<file path="config.mk">
export PLATFORM = sky130hd
export DESIGN_NAME = mem_arbiter_flat
export DESIGN_NICKNAME = d
export VERILOG_FILES = /design/src/rtl/mem_arbiter_pkg.sv /design/src/rtl/mem_arbiter_if.sv /design/src/rtl/mem_arbiter_tag_table.sv /design/src/rtl/mem_arbiter.sv /design/src/flat_wrapper.sv
export SDC_FILE = /design/constraint.sdc
export NUM_CORES = 1
export LEC_CHECK = 0
export CORE_AREA = 2 2 176 178
export CTS_CLUSTER_DIAMETER = 150
export DETAILED_ROUTE_END_ITERATION = 16
export DIE_AREA = 0 0 178 180
export PLACE_DENSITY = 0.52
export SYNTH_ARGS = -nofsm -noshare
export SYNTH_HDL_FRONTEND = slang
export SYNTH_SLANG_ARGS = --single-unit
export TNS_END_PERCENT = 20
</file>
<file path="constraint.sdc">
create_clock -name clock -period 5.9 [get_ports clock]
set_clock_uncertainty 0.15 [all_clocks]
set_input_delay 1.18 -clock clock [delete_from_list [all_inputs] [get_ports clock]]
set_output_delay 1.18 -clock clock [all_outputs]
set_load 0.1 [all_outputs]
</file>
<file path="src/rtl/mem_arbiter_pkg.sv">
// Shared bus definitions for the processor-memory port: command encoding,
// tag sizing and the owner-table entry layout.
package sys_defs;

    localparam int MEM_TAG_W = 4;
    localparam int NUM_TAGS  = 16;

    typedef enum logic [1:0] {
        BUS_NONE  = 2'b00,
        BUS_LOAD  = 2'b01,
        BUS_STORE = 2'b10
    } BUS_COMMAND;

    typedef enum logic {
        OWNER_ICACHE = 1'b0,
        OWNER_DCACHE = 1'b1
    } MEM_OWNER;

    typedef struct packed {
        logic     valid;
        MEM_OWNER owner;
    } ARB_TAG_ENTRY;

endpackage

</file>
<file path="src/rtl/mem_arbiter_if.sv">
// Cache-side and memory-side signals of the arbiter. The arbiter attaches
// through the slave modport; the caches and memory model use the master one.
interface mem_arbiter_if;
    import sys_defs::*;

    logic                 icache_req_valid;
    logic [31:0]          icache_req_addr;
    logic                 icache_req_accepted;
    logic [MEM_TAG_W-1:0] icache_req_tag;
    logic                 icache_rsp_valid;
    logic [MEM_TAG_W-1:0] icache_rsp_tag;
    logic [63:0]          icache_rsp_data;

    logic                 dcache_req_valid;
    BUS_COMMAND           dcache_req_command;
    logic [31:0]          dcache_req_addr;
    logic [63:0]          dcache_req_data;
    logic                 dcache_req_accepted;
    logic [MEM_TAG_W-1:0] dcache_req_tag;
    logic                 dcache_rsp_valid;
    logic [MEM_TAG_W-1:0] dcache_rsp_tag;
    logic [63:0]          dcache_rsp_data;

    BUS_COMMAND           proc2mem_command;
    logic [31:0]          proc2mem_addr;
    logic [63:0]          proc2mem_data;
    logic [MEM_TAG_W-1:0] mem2proc_transaction_tag;
    logic [63:0]          mem2proc_data;
    logic [MEM_TAG_W-1:0] mem2proc_data_tag;

    modport slave (
        input  icache_req_valid, icache_req_addr,
        output icache_req_accepted, icache_req_tag,
        output icache_rsp_valid, icache_rsp_tag, icache_rsp_data,
        input  dcache_req_valid, dcache_req_command, dcache_req_addr, dcache_req_data,
        output dcache_req_accepted, dcache_req_tag,
        output dcache_rsp_valid, dcache_rsp_tag, dcache_rsp_data,
        output proc2mem_command, proc2mem_addr, proc2mem_data,
        input  mem2proc_transaction_tag, mem2proc_data, mem2proc_data_tag
    );

    modport master (
        output icache_req_valid, icache_req_addr,
        input  icache_req_accepted, icache_req_tag,
        input  icache_rsp_valid, icache_rsp_tag, icache_rsp_data,
        output dcache_req_valid, dcache_req_command, dcache_req_addr, dcache_req_data,
        input  dcache_req_accepted, dcache_req_tag,
        input  dcache_rsp_valid, dcache_rsp_tag, dcache_rsp_data,
        input  proc2mem_command, proc2mem_addr, proc2mem_data,
        output mem2proc_transaction_tag, mem2proc_data, mem2proc_data_tag
    );

endinterface

</file>
<file path="src/rtl/mem_arbiter_tag_table.sv">
// Owner table for outstanding memory load tags: which cache issued each load.
// Allocation is written after the free so a same-edge reuse of a tag keeps the new owner.
module mem_tag_table
    import sys_defs::*;
#(
    parameter int DEPTH = NUM_TAGS
) (
    input  logic                 clock,
    input  logic                 reset,
    input  logic                 alloc_en,
    input  logic [MEM_TAG_W-1:0] alloc_tag,
    input  MEM_OWNER             alloc_owner,
    input  logic [MEM_TAG_W-1:0] lookup_tag,
    output ARB_TAG_ENTRY         lookup_entry,
    input  logic                 free_en,
    input  logic [MEM_TAG_W-1:0] free_tag
);

    ARB_TAG_ENTRY entry_q [DEPTH];

    assign lookup_entry = entry_q[lookup_tag];

    always_ff @(posedge clock) begin
        if (reset) begin
            for (int i = 0; i < DEPTH; i++) begin
                entry_q[i] <= '0;
            end
        end else begin
            if (free_en && (free_tag != '0)) begin
                entry_q[free_tag].valid <= 1'b0;
            end
            // Tag 0 means "not accepted", so slot 0 is never populated.
            if (alloc_en && (alloc_tag != '0)) begin
                entry_q[alloc_tag] <= '{valid: 1'b1, owner: alloc_owner};
            end
        end
    end

endmodule

</file>
<file path="src/rtl/mem_arbiter.sv">
// Shares the processor-memory port between icache and dcache: same-cycle
// arbitration with an icache anti-starvation counter, and tag-based response routing.
module mem_arbiter
    import sys_defs::*;
#(
    parameter int STARVE_LIMIT = 4
) (
    input  logic         clock,
    input  logic         reset,
    mem_arbiter_if.slave bus
);

    localparam int STARVE_W = $clog2(STARVE_LIMIT + 1);
    localparam logic [STARVE_W-1:0] STARVE_MAX = STARVE_W'(STARVE_LIMIT);

    logic [STARVE_W-1:0] starve_cnt;
    logic                grant_icache;
    logic                grant_dcache;
    logic                mem_accepted;
    BUS_COMMAND          issue_cmd;
    logic [31:0]         issue_addr;
    logic [63:0]         issue_data;
    ARB_TAG_ENTRY        lookup_entry;
    logic                rsp_hit;
    logic                rsp_icache;
    logic                rsp_dcache;

    // Everything is gated by reset so outputs sit at their idle values while it is held.
    always_comb begin
        grant_icache = 1'b0;
        grant_dcache = 1'b0;
        if (!reset) begin
            if (bus.dcache_req_valid && bus.icache_req_valid) begin
                if (starve_cnt == STARVE_MAX) begin
                    grant_icache = 1'b1;
                end else begin
                    grant_dcache = 1'b1;
                end
            end else if (bus.dcache_req_valid) begin
                grant_dcache = 1'b1;
            end else if (bus.icache_req_valid) begin
                grant_icache = 1'b1;
            end
        end
    end

    always_comb begin
        issue_cmd  = BUS_NONE;
        issue_addr = '0;
        issue_data = '0;
        if (grant_dcache) begin
            issue_cmd  = bus.dcache_req_command;
            issue_addr = bus.dcache_req_addr;
            issue_data = bus.dcache_req_data;
        end else if (grant_icache) begin
            issue_cmd  = BUS_LOAD;
            issue_addr = bus.icache_req_addr;
        end
    end

    assign mem_accepted = (grant_icache || grant_dcache) && (bus.mem2proc_transaction_tag != '0);

    assign bus.proc2mem_command    = issue_cmd;
    assign bus.proc2mem_addr       = issue_addr;
    assign bus.proc2mem_data       = issue_data;
    assign bus.icache_req_accepted = grant_icache && mem_accepted;
    assign bus.dcache_req_accepted = grant_dcache && mem_accepted;
    assign bus.icache_req_tag      = bus.icache_req_accepted ? bus.mem2proc_transaction_tag : '0;
    assign bus.dcache_req_tag      = bus.dcache_req_accepted ? bus.mem2proc_transaction_tag : '0;

    always_ff @(posedge clock) begin
        if (reset) begin
            starve_cnt <= '0;
        end else if (!bus.icache_req_valid || bus.icache_req_accepted) begin
            starve_cnt <= '0;
        end else if (bus.dcache_req_accepted && (starve_cnt != STARVE_MAX)) begin
            starve_cnt <= starve_cnt + STARVE_W'(1);
        end
    end

    mem_tag_table #(
        .DEPTH (NUM_TAGS)
    ) u_tag_table (
        .clock        (clock),
        .reset        (reset),
        .alloc_en     (mem_accepted && (issue_cmd == BUS_LOAD)),
        .alloc_tag    (bus.mem2proc_transaction_tag),
        .alloc_owner  (grant_icache ? OWNER_ICACHE : OWNER_DCACHE),
        .lookup_tag   (bus.mem2proc_data_tag),
        .lookup_entry (lookup_entry),
        .free_en      (rsp_hit),
        .free_tag     (bus.mem2proc_data_tag)
    );

    // Routing reads the table before this edge's write, so a reused tag answers its old owner.
    assign rsp_hit    = !reset && (bus.mem2proc_data_tag != '0) && lookup_entry.valid;
    assign rsp_icache = rsp_hit && (lookup_entry.owner == OWNER_ICACHE);
    assign rsp_dcache = rsp_hit && (lookup_entry.owner == OWNER_DCACHE);

    assign bus.icache_rsp_valid = rsp_icache;
    assign bus.icache_rsp_tag   = rsp_icache ? bus.mem2proc_data_tag : '0;
    assign bus.icache_rsp_data  = rsp_icache ? bus.mem2proc_data : '0;
    assign bus.dcache_rsp_valid = rsp_dcache;
    assign bus.dcache_rsp_tag   = rsp_dcache ? bus.mem2proc_data_tag : '0;
    assign bus.dcache_rsp_data  = rsp_dcache ? bus.mem2proc_data : '0;

endmodule
</file>
<file path="src/flat_wrapper.sv">
// flat-port wrapper written by rule: the top's interface ports become plain ports
module mem_arbiter_flat import sys_defs::*;
#(
    parameter int STARVE_LIMIT = 4
)
  (clock, reset, bus_icache_req_valid, bus_icache_req_addr, bus_icache_req_accepted, bus_icache_req_tag, bus_icache_rsp_valid, bus_icache_rsp_tag, bus_icache_rsp_data, bus_dcache_req_valid, bus_dcache_req_command, bus_dcache_req_addr, bus_dcache_req_data, bus_dcache_req_accepted, bus_dcache_req_tag, bus_dcache_rsp_valid, bus_dcache_rsp_tag, bus_dcache_rsp_data, bus_proc2mem_command, bus_proc2mem_addr, bus_proc2mem_data, bus_mem2proc_transaction_tag, bus_mem2proc_data, bus_mem2proc_data_tag);
  mem_arbiter_if bus_i ();
  input  logic clock;
  input  logic reset;
  input wire logic [$bits(bus_i.icache_req_valid)-1:0] bus_icache_req_valid;
  input wire logic [$bits(bus_i.icache_req_addr)-1:0] bus_icache_req_addr;
  output wire logic [$bits(bus_i.icache_req_accepted)-1:0] bus_icache_req_accepted;
  output wire logic [$bits(bus_i.icache_req_tag)-1:0] bus_icache_req_tag;
  output wire logic [$bits(bus_i.icache_rsp_valid)-1:0] bus_icache_rsp_valid;
  output wire logic [$bits(bus_i.icache_rsp_tag)-1:0] bus_icache_rsp_tag;
  output wire logic [$bits(bus_i.icache_rsp_data)-1:0] bus_icache_rsp_data;
  input wire logic [$bits(bus_i.dcache_req_valid)-1:0] bus_dcache_req_valid;
  input wire logic [$bits(bus_i.dcache_req_command)-1:0] bus_dcache_req_command;
  input wire logic [$bits(bus_i.dcache_req_addr)-1:0] bus_dcache_req_addr;
  input wire logic [$bits(bus_i.dcache_req_data)-1:0] bus_dcache_req_data;
  output wire logic [$bits(bus_i.dcache_req_accepted)-1:0] bus_dcache_req_accepted;
  output wire logic [$bits(bus_i.dcache_req_tag)-1:0] bus_dcache_req_tag;
  output wire logic [$bits(bus_i.dcache_rsp_valid)-1:0] bus_dcache_rsp_valid;
  output wire logic [$bits(bus_i.dcache_rsp_tag)-1:0] bus_dcache_rsp_tag;
  output wire logic [$bits(bus_i.dcache_rsp_data)-1:0] bus_dcache_rsp_data;
  output wire logic [$bits(bus_i.proc2mem_command)-1:0] bus_proc2mem_command;
  output wire logic [$bits(bus_i.proc2mem_addr)-1:0] bus_proc2mem_addr;
  output wire logic [$bits(bus_i.proc2mem_data)-1:0] bus_proc2mem_data;
  input wire logic [$bits(bus_i.mem2proc_transaction_tag)-1:0] bus_mem2proc_transaction_tag;
  input wire logic [$bits(bus_i.mem2proc_data)-1:0] bus_mem2proc_data;
  input wire logic [$bits(bus_i.mem2proc_data_tag)-1:0] bus_mem2proc_data_tag;
  assign bus_i.icache_req_valid = bus_icache_req_valid;
  assign bus_i.icache_req_addr = bus_icache_req_addr;
  assign bus_icache_req_accepted = bus_i.icache_req_accepted;
  assign bus_icache_req_tag = bus_i.icache_req_tag;
  assign bus_icache_rsp_valid = bus_i.icache_rsp_valid;
  assign bus_icache_rsp_tag = bus_i.icache_rsp_tag;
  assign bus_icache_rsp_data = bus_i.icache_rsp_data;
  assign bus_i.dcache_req_valid = bus_dcache_req_valid;
  assign bus_i.dcache_req_command = bus_dcache_req_command;
  assign bus_i.dcache_req_addr = bus_dcache_req_addr;
  assign bus_i.dcache_req_data = bus_dcache_req_data;
  assign bus_dcache_req_accepted = bus_i.dcache_req_accepted;
  assign bus_dcache_req_tag = bus_i.dcache_req_tag;
  assign bus_dcache_rsp_valid = bus_i.dcache_rsp_valid;
  assign bus_dcache_rsp_tag = bus_i.dcache_rsp_tag;
  assign bus_dcache_rsp_data = bus_i.dcache_rsp_data;
  assign bus_proc2mem_command = bus_i.proc2mem_command;
  assign bus_proc2mem_addr = bus_i.proc2mem_addr;
  assign bus_proc2mem_data = bus_i.proc2mem_data;
  assign bus_i.mem2proc_transaction_tag = bus_mem2proc_transaction_tag;
  assign bus_i.mem2proc_data = bus_mem2proc_data;
  assign bus_i.mem2proc_data_tag = bus_mem2proc_data_tag;
  mem_arbiter #(.STARVE_LIMIT(STARVE_LIMIT)) u_core (.clock(clock), .reset(reset), .bus(bus_i));
endmodule
</file>
==> Word level (Yosys, flattened, before mapping) <==
Memories as Yosys holds them, arrays and structs flattened.
Index checks and enable logic that the tools add are counted.
W data, S select, Z words.
{ "op_classes": {"n_addsub": 1, "n_eq_ne": 3, "mux": 35, "bitwise_logic": 1, "reduce_logical": 21} }
{ "ops": {"columns": ["cell", "n"], "rows": [
  ["$mux W64", 3],
  ["$mux W32", 2],
  ["$mux W4", 6],
  ["$mux W1", 20],
  ["$logic_and A1 B1 Y1", 12],
  ["$mux W2", 4],
  ["$reduce_bool A4 Y1", 2],
  ["$reduce_or A2 Y1", 3],
  ["$add A3 B1 Y3 const B", 1],
  ["$eq A3 B3 Y1 const B", 1],
  ["$ne A3 B3 Y1 const B", 1],
  ["$eq A2 B1 Y1 const B", 1],
  ["$logic_not A1 Y1", 2],
  ["$logic_or A1 B1 Y1", 2],
  ["$not A1 Y1", 1]
]} }
{ "totals": {"ff_bits": 3, "ram_bits": 32, "wordCells": 63, "mem_count": 1} }
{ "mem_list": {"columns": ["memory", "depth", "word_bits", "rd", "rd_ports_with_merged_regs", "write_ports", "line_no", "source"], "rows": [
  ["u_core.u_tag_table.entry_q", 16, 2, 1, 0, 16, "mem_arbiter_tag_table.sv:19", "ARB_TAG_ENTRY entry_q [DEPTH];"]
]} }

==> Longest topological paths before layout <==
{ "logic_depth": {"ltp_word": 14, "ltp_mapped": 8, "depth_no_buf": 6} }

==> By module <==
From an unflattened synthesis, not the netlist that was laid out.
{ "hier_totals": {"hier_cells": 459, "hier_area_um2": 3698.5} }
{ "by_module_without_submodules": {"columns": ["mod", "instances", "cells_each", "area_per_inst_um2", "seq_area_each_um2"], "rows": [
  ["mem_arbiter", 1, 304, 2026.9, 60.1],
  ["mem_tag_table", 1, 155, 1671.6, 800.8]
]} }

==> Worst setup path after synthesis <==
No wires, ideal clock.
{ "synth_path": {"path_type": "input to output", "start": "in bus_mem2proc_data_tag[0]", "end": "out bus_dcache_rsp_data[58]", "arrival_time_ps": 4547, "slack_ps": 23, "stages": 8, "path_buffers": 4, "path_cell_list": "buf_6 mux4_2 nand3_1 and4_1 buf_2 buf_2 buf_6 a211oi_1"} }
{ "synth_between": {"elab_chain_cells": 5} }
{ "synth_rtl": {"columns": ["element", "line_no", "source"], "rows": [
  ["start, declared", "flat_wrapper.sv:31", "input wire logic [$bits(bus_i.mem2proc_data_tag)-1:0] bus_mem2proc_data_tag;"],
  ["branches (longest 3 deep; another with $mem_v2 Z16 W2)", null, null],
  ["$logic_and A1 B1 Y1 *", "mem_arbiter.sv:98", "assign rsp_dcache = rsp_hit && (lookup_entry.owner == OWNER_DCACHE);"],
  ["$mux W64 *", "mem_arbiter.sv:105", "assign bus.dcache_rsp_data = rsp_dcache ? bus.mem2proc_data : '0;"],
  ["end, declared", "flat_wrapper.sv:25", "output wire logic [$bits(bus_i.dcache_rsp_data)-1:0] bus_dcache_rsp_data;"]
]} }
Mark *: on every way between the ends.

==> Final worst setup path <==
{ "layout_path": {"start": "in bus_mem2proc_data_tag[2]", "end": "out bus_dcache_rsp_data[15]"} }
Same word-level chain as after synthesis.

==> impl_results.md <==
* Status: complete, no violations
* Crit path from: bus_mem2proc_data_tag[2]
* H-tree levels at 2
* Slew Limit Fails at 0
* Area leader, netlist: a211oi_1
* CP max FO at 45
* Simple-Gate Fraction of Synth Area at 19.9%
* CTS root buf: clkbuf_16
* Clock transition at the registers of the reported paths at 0.05 ns
* Max-Cap Viols at 0
* CTS buffer count at 5
* Synthesized instance count at 570
* Die Y at 180 um
* Final RePlAce weighted congestion at 0.799
* Via count at 6108
* Vias per inst at 4.47
* CTS-repair resized insts at 0
* Post-synthesis adder-cell area fraction at 0.565%
* Critical R2R Launch: u_core.starve_cnt[0]
* Max incr delay on CP at 0.63 ns
* Largest cells by area after synthesis: a211oi_1, edfxtp_1, a211oi_2
* Min cycle time layout at 5.34 ns
* CP Capture Type: output pin
* Post-synthesis compound-gate area fraction at 40.7%
* Cts hold-fix bufs at 0
* Fmax at 187 MHz
* Die X at 178 um
* Cell Int Power at 0.781 mW
* Core area at 0.0302 mm^2
* Arr. time, crit path at 4.01 ns
* Metal1 wirelength at 10000 um
* Final HPWL DP at 24600 um
* Seq/Total Area, Yosys at 19.0%
* Clock latency on the worst-skew pair at 0.27 ns
* Worst min-delay path class: reg -> reg
* Post-CTS setup buffers at 0
* FFs w/ async S/R, synth at 0%
* DR WL met2 at 15600 um
* Largest net degree at the start of global routing at 70
* Hold path startpoint: u_core.u_tag_table.entry_q[3][1]
* Row count at 64
* Area Growth Syn to Fin at 147%
* Filler Cells Inserted at 3007
* Final number of hold-violating endpoints at 0
* Flop pwr share at 16.2%
* Clock Tree Buf Depth at 2
* Synthesized flop and latch total at 34
* Crit start category: input port
* Synth Flop Type: dfxtp_1
* DRC at 0
* First drt pass iteration count at 5
* First-pass GRT wire length at 40700 um
* Worst rel slew slack at 55.9%
* Slew @ Worst Pin at 0.658 ns
* Average size of a mapped cell at 7.78 um^2
* Initial antenna violation count at 4
* Switching pwr at 0.806 mW
* Final TNS setup at 0 ns
* Sw Ratio at 50.8%
* Pwr/cell area at 145 mW/mm^2
* Warnings from Yosys at 0
* Reg2Reg Depth at 7
* Met3 routed WL at 2490 um
* Die area at 0.0320 mm^2
* Global-route usage over all layers at 16.8%
* ANT nets after route at 0
* DR top layer: met4
* Critical-path top delay cell: clkdlybuf4s50_1
* Comb power frac at 68.0%
* Vias in the first global route at 6070
* Most common cell on crit path: buf_4
* Final WL at 28700 um
* Setup Viol. Count Final at 0
* PortBufs at 451
* Critical path type: in -> out
* Count of cell types in the netlist at 45
* Worst hold path depth at 2
* DR iter-0 viols at 323
* Synthesized Nets at 778
* I/O Pins at 452
* Clock Sinks at 34
* Initial Util at 14.7%
* Critical path data required time at 4.57 ns
* Worst VDD drop at 0.000100 V
* Reg2reg end: u_core.u_tag_table.entry_q[12][0]
* Largest family of logic cells by synthesized area: compound AO/OA/AOI/OAI gates
* Average wire per standard cell at 21.0 um
* Multiplexer share of the synthesized area at 4.49%
* R2r setup slk at 2.89 ns
* Synth Cell Area at 0.00443 mm^2
* Grt total ovfl at 0
* Hold Crit Endpoint: u_core.u_tag_table.entry_q[3][1]
* Final Util at 36.3%
* Period utilization at 90.4%
* CTS tree: yes
* CP cell instances: clkdlybuf4s50_1 > inv_1 > o311a_1 > nand4_1 > buf_4 > buf_4 > a211oi_1 > buf_12
* Clock share of power at 15.8%
* EDFF count, synth at 16
* Layout cells sized above 1 at 34.3%
* Share of the synthesized area in the top cell type at 16.4%
* Nets@finish at 1176
* Post-Synth XOR/XNOR Area at 0.198%
* RSZ-0062 raised after global routing: false
* Leakage at 4.46 nW
metal layers:
layer / GRT usage [%] / vias to the layer above
met2: 33.0 / 331
met4: 4.43 / 0
met3: 3.98 / 18
li1: - / 2935
met1: 17.5 / 2824
met5: 0 / -
cell type report:
type / count / area (um^2) / area share, %
Antenna cell: 1 / 2.50 / 0.0228
Clock buffer: 5 / 125 / 1.14
Clock inverter: 3 / 16.3 / 0.149
Inverter: 72 / 270 / 2.47
Multi-Input combinational cell: 383 / 2960 / 27.0
Sequential cell: 34 / 841 / 7.68
Tap cell: 396 / 495 / 4.52
Timing Repair Buffer: 472 / 6250 / 57.0
layout by cell type (no fill, tap or decap), types with 3 or more instances in the layout:
master and n:
nand2b_1 6, clkbuf_16 5, nand4_1 6, buf_12 175, a211oi_1 97, a22o_1 32, a21oi_1 5, nor3_1 12
nand2_1 22, o211ai_1 8, o21ai_0 16, o311ai_0 6, edfxtp_1 16, dfxtp_1 18, and3_1 65, inv_1 72
a211oi_2 38, and2_1 10, nand3_1 6, or2_2 6, clkdlybuf4s50_1 205, mux2i_1 3, buf_4 92, nor2_1 12
mux4_2 7
cells in the mapped netlist (7+ instances only):
library cell / n
and2_1: 10
o21ai_0: 16
a22o_1: 32
mux4_2: 7
a211oi_2: 38
nor2_1: 12
nor3_1: 12
nand3_1: 7
dfxtp_1: 18
clkbuf_1: 50
buf_2: 18
a211oi_1: 97
nand2_1: 22
inv_1: 72
edfxtp_1: 16
and3_1: 65
o211ai_1: 8
buf_6: 7
flip-flops by register name (all words and copies together), names as in the netlist:
name,count
u_core.u_tag_table.entry_q,31
u_core.starve_cnt,3
worst max-delay path: cells and delay by family:
| kind | cells | cell delay, ns |
|---|---|---|
| compound gates | 2 | 0.67 |
| simple gates | 1 | 0.33 |
| buf+inv | 5 | 1.77 |
power by group through the flow:
| stage | logic (mW) | clock network [mW] | registers, mW |
|---|---|---|---|
| 2_1_floorplan | 0.645 | 0 | 0.261 |
| 3_3_place_gp | 1.09 | 0 | 0.262 |
| 3_5_place_dp | 1.09 | 0 | 0.262 |
| 4_1_cts | 1.09 | 0.256 | 0.257 |
| 5_1_grt | 1.12 | 0.264 | 0.258 |
| 6_report | 1.08 | 0.251 | 0.257 |
how the worst max path moves through the flow:
stage                                         end  slack (ns)  depth (start not counted)
after CTS                 bus_dcache_rsp_data[15]        0.58                          8
after global routing      bus_dcache_rsp_data[13]        0.38                          8
after floorplan           bus_dcache_rsp_data[58]        0.02                          8
final                     bus_dcache_rsp_data[15]        0.56                          8
after global placement    bus_dcache_rsp_data[33]        0.60                          8
after detailed placement  bus_dcache_rsp_data[15]        0.59                          8
stage by stage:
| stage | hold WS [ns] | cells | setup slack [ns] | total power [mW] | area (um^2) |
|---|---|---|---|---|---|
| floorplan | 0.302 | 570 | 0.0232 | 0.906 | 4430 |
| global placement | 0.318 | 1357 | 0.596 | 1.35 | 10800 |
| detailed placement | 0.323 | 1357 | 0.590 | 1.35 | 10800 |
| CTS | 0.333 | 1365 | 0.582 | 1.60 | 10900 |
| global route | 0.359 | 1366 | 0.377 | 1.64 | 11000 |
| finish | 0.335 | 1366 | 0.565 | 1.59 | 11000 |
kinds of logic (layout without fill, tap and decap cells):
group	count (synthesis)	in the layout
flip-flops	34	34
adder cells (fa/ha/maj)	2	2
AO/OA/AOI/OAI	212	212
buffers and inverters	153	552
AND/OR/NAND/NOR	156	156
other	1	2
multiplexers	11	11
XOR/XNOR	1	1
Power figures use the tool's default switching activity.
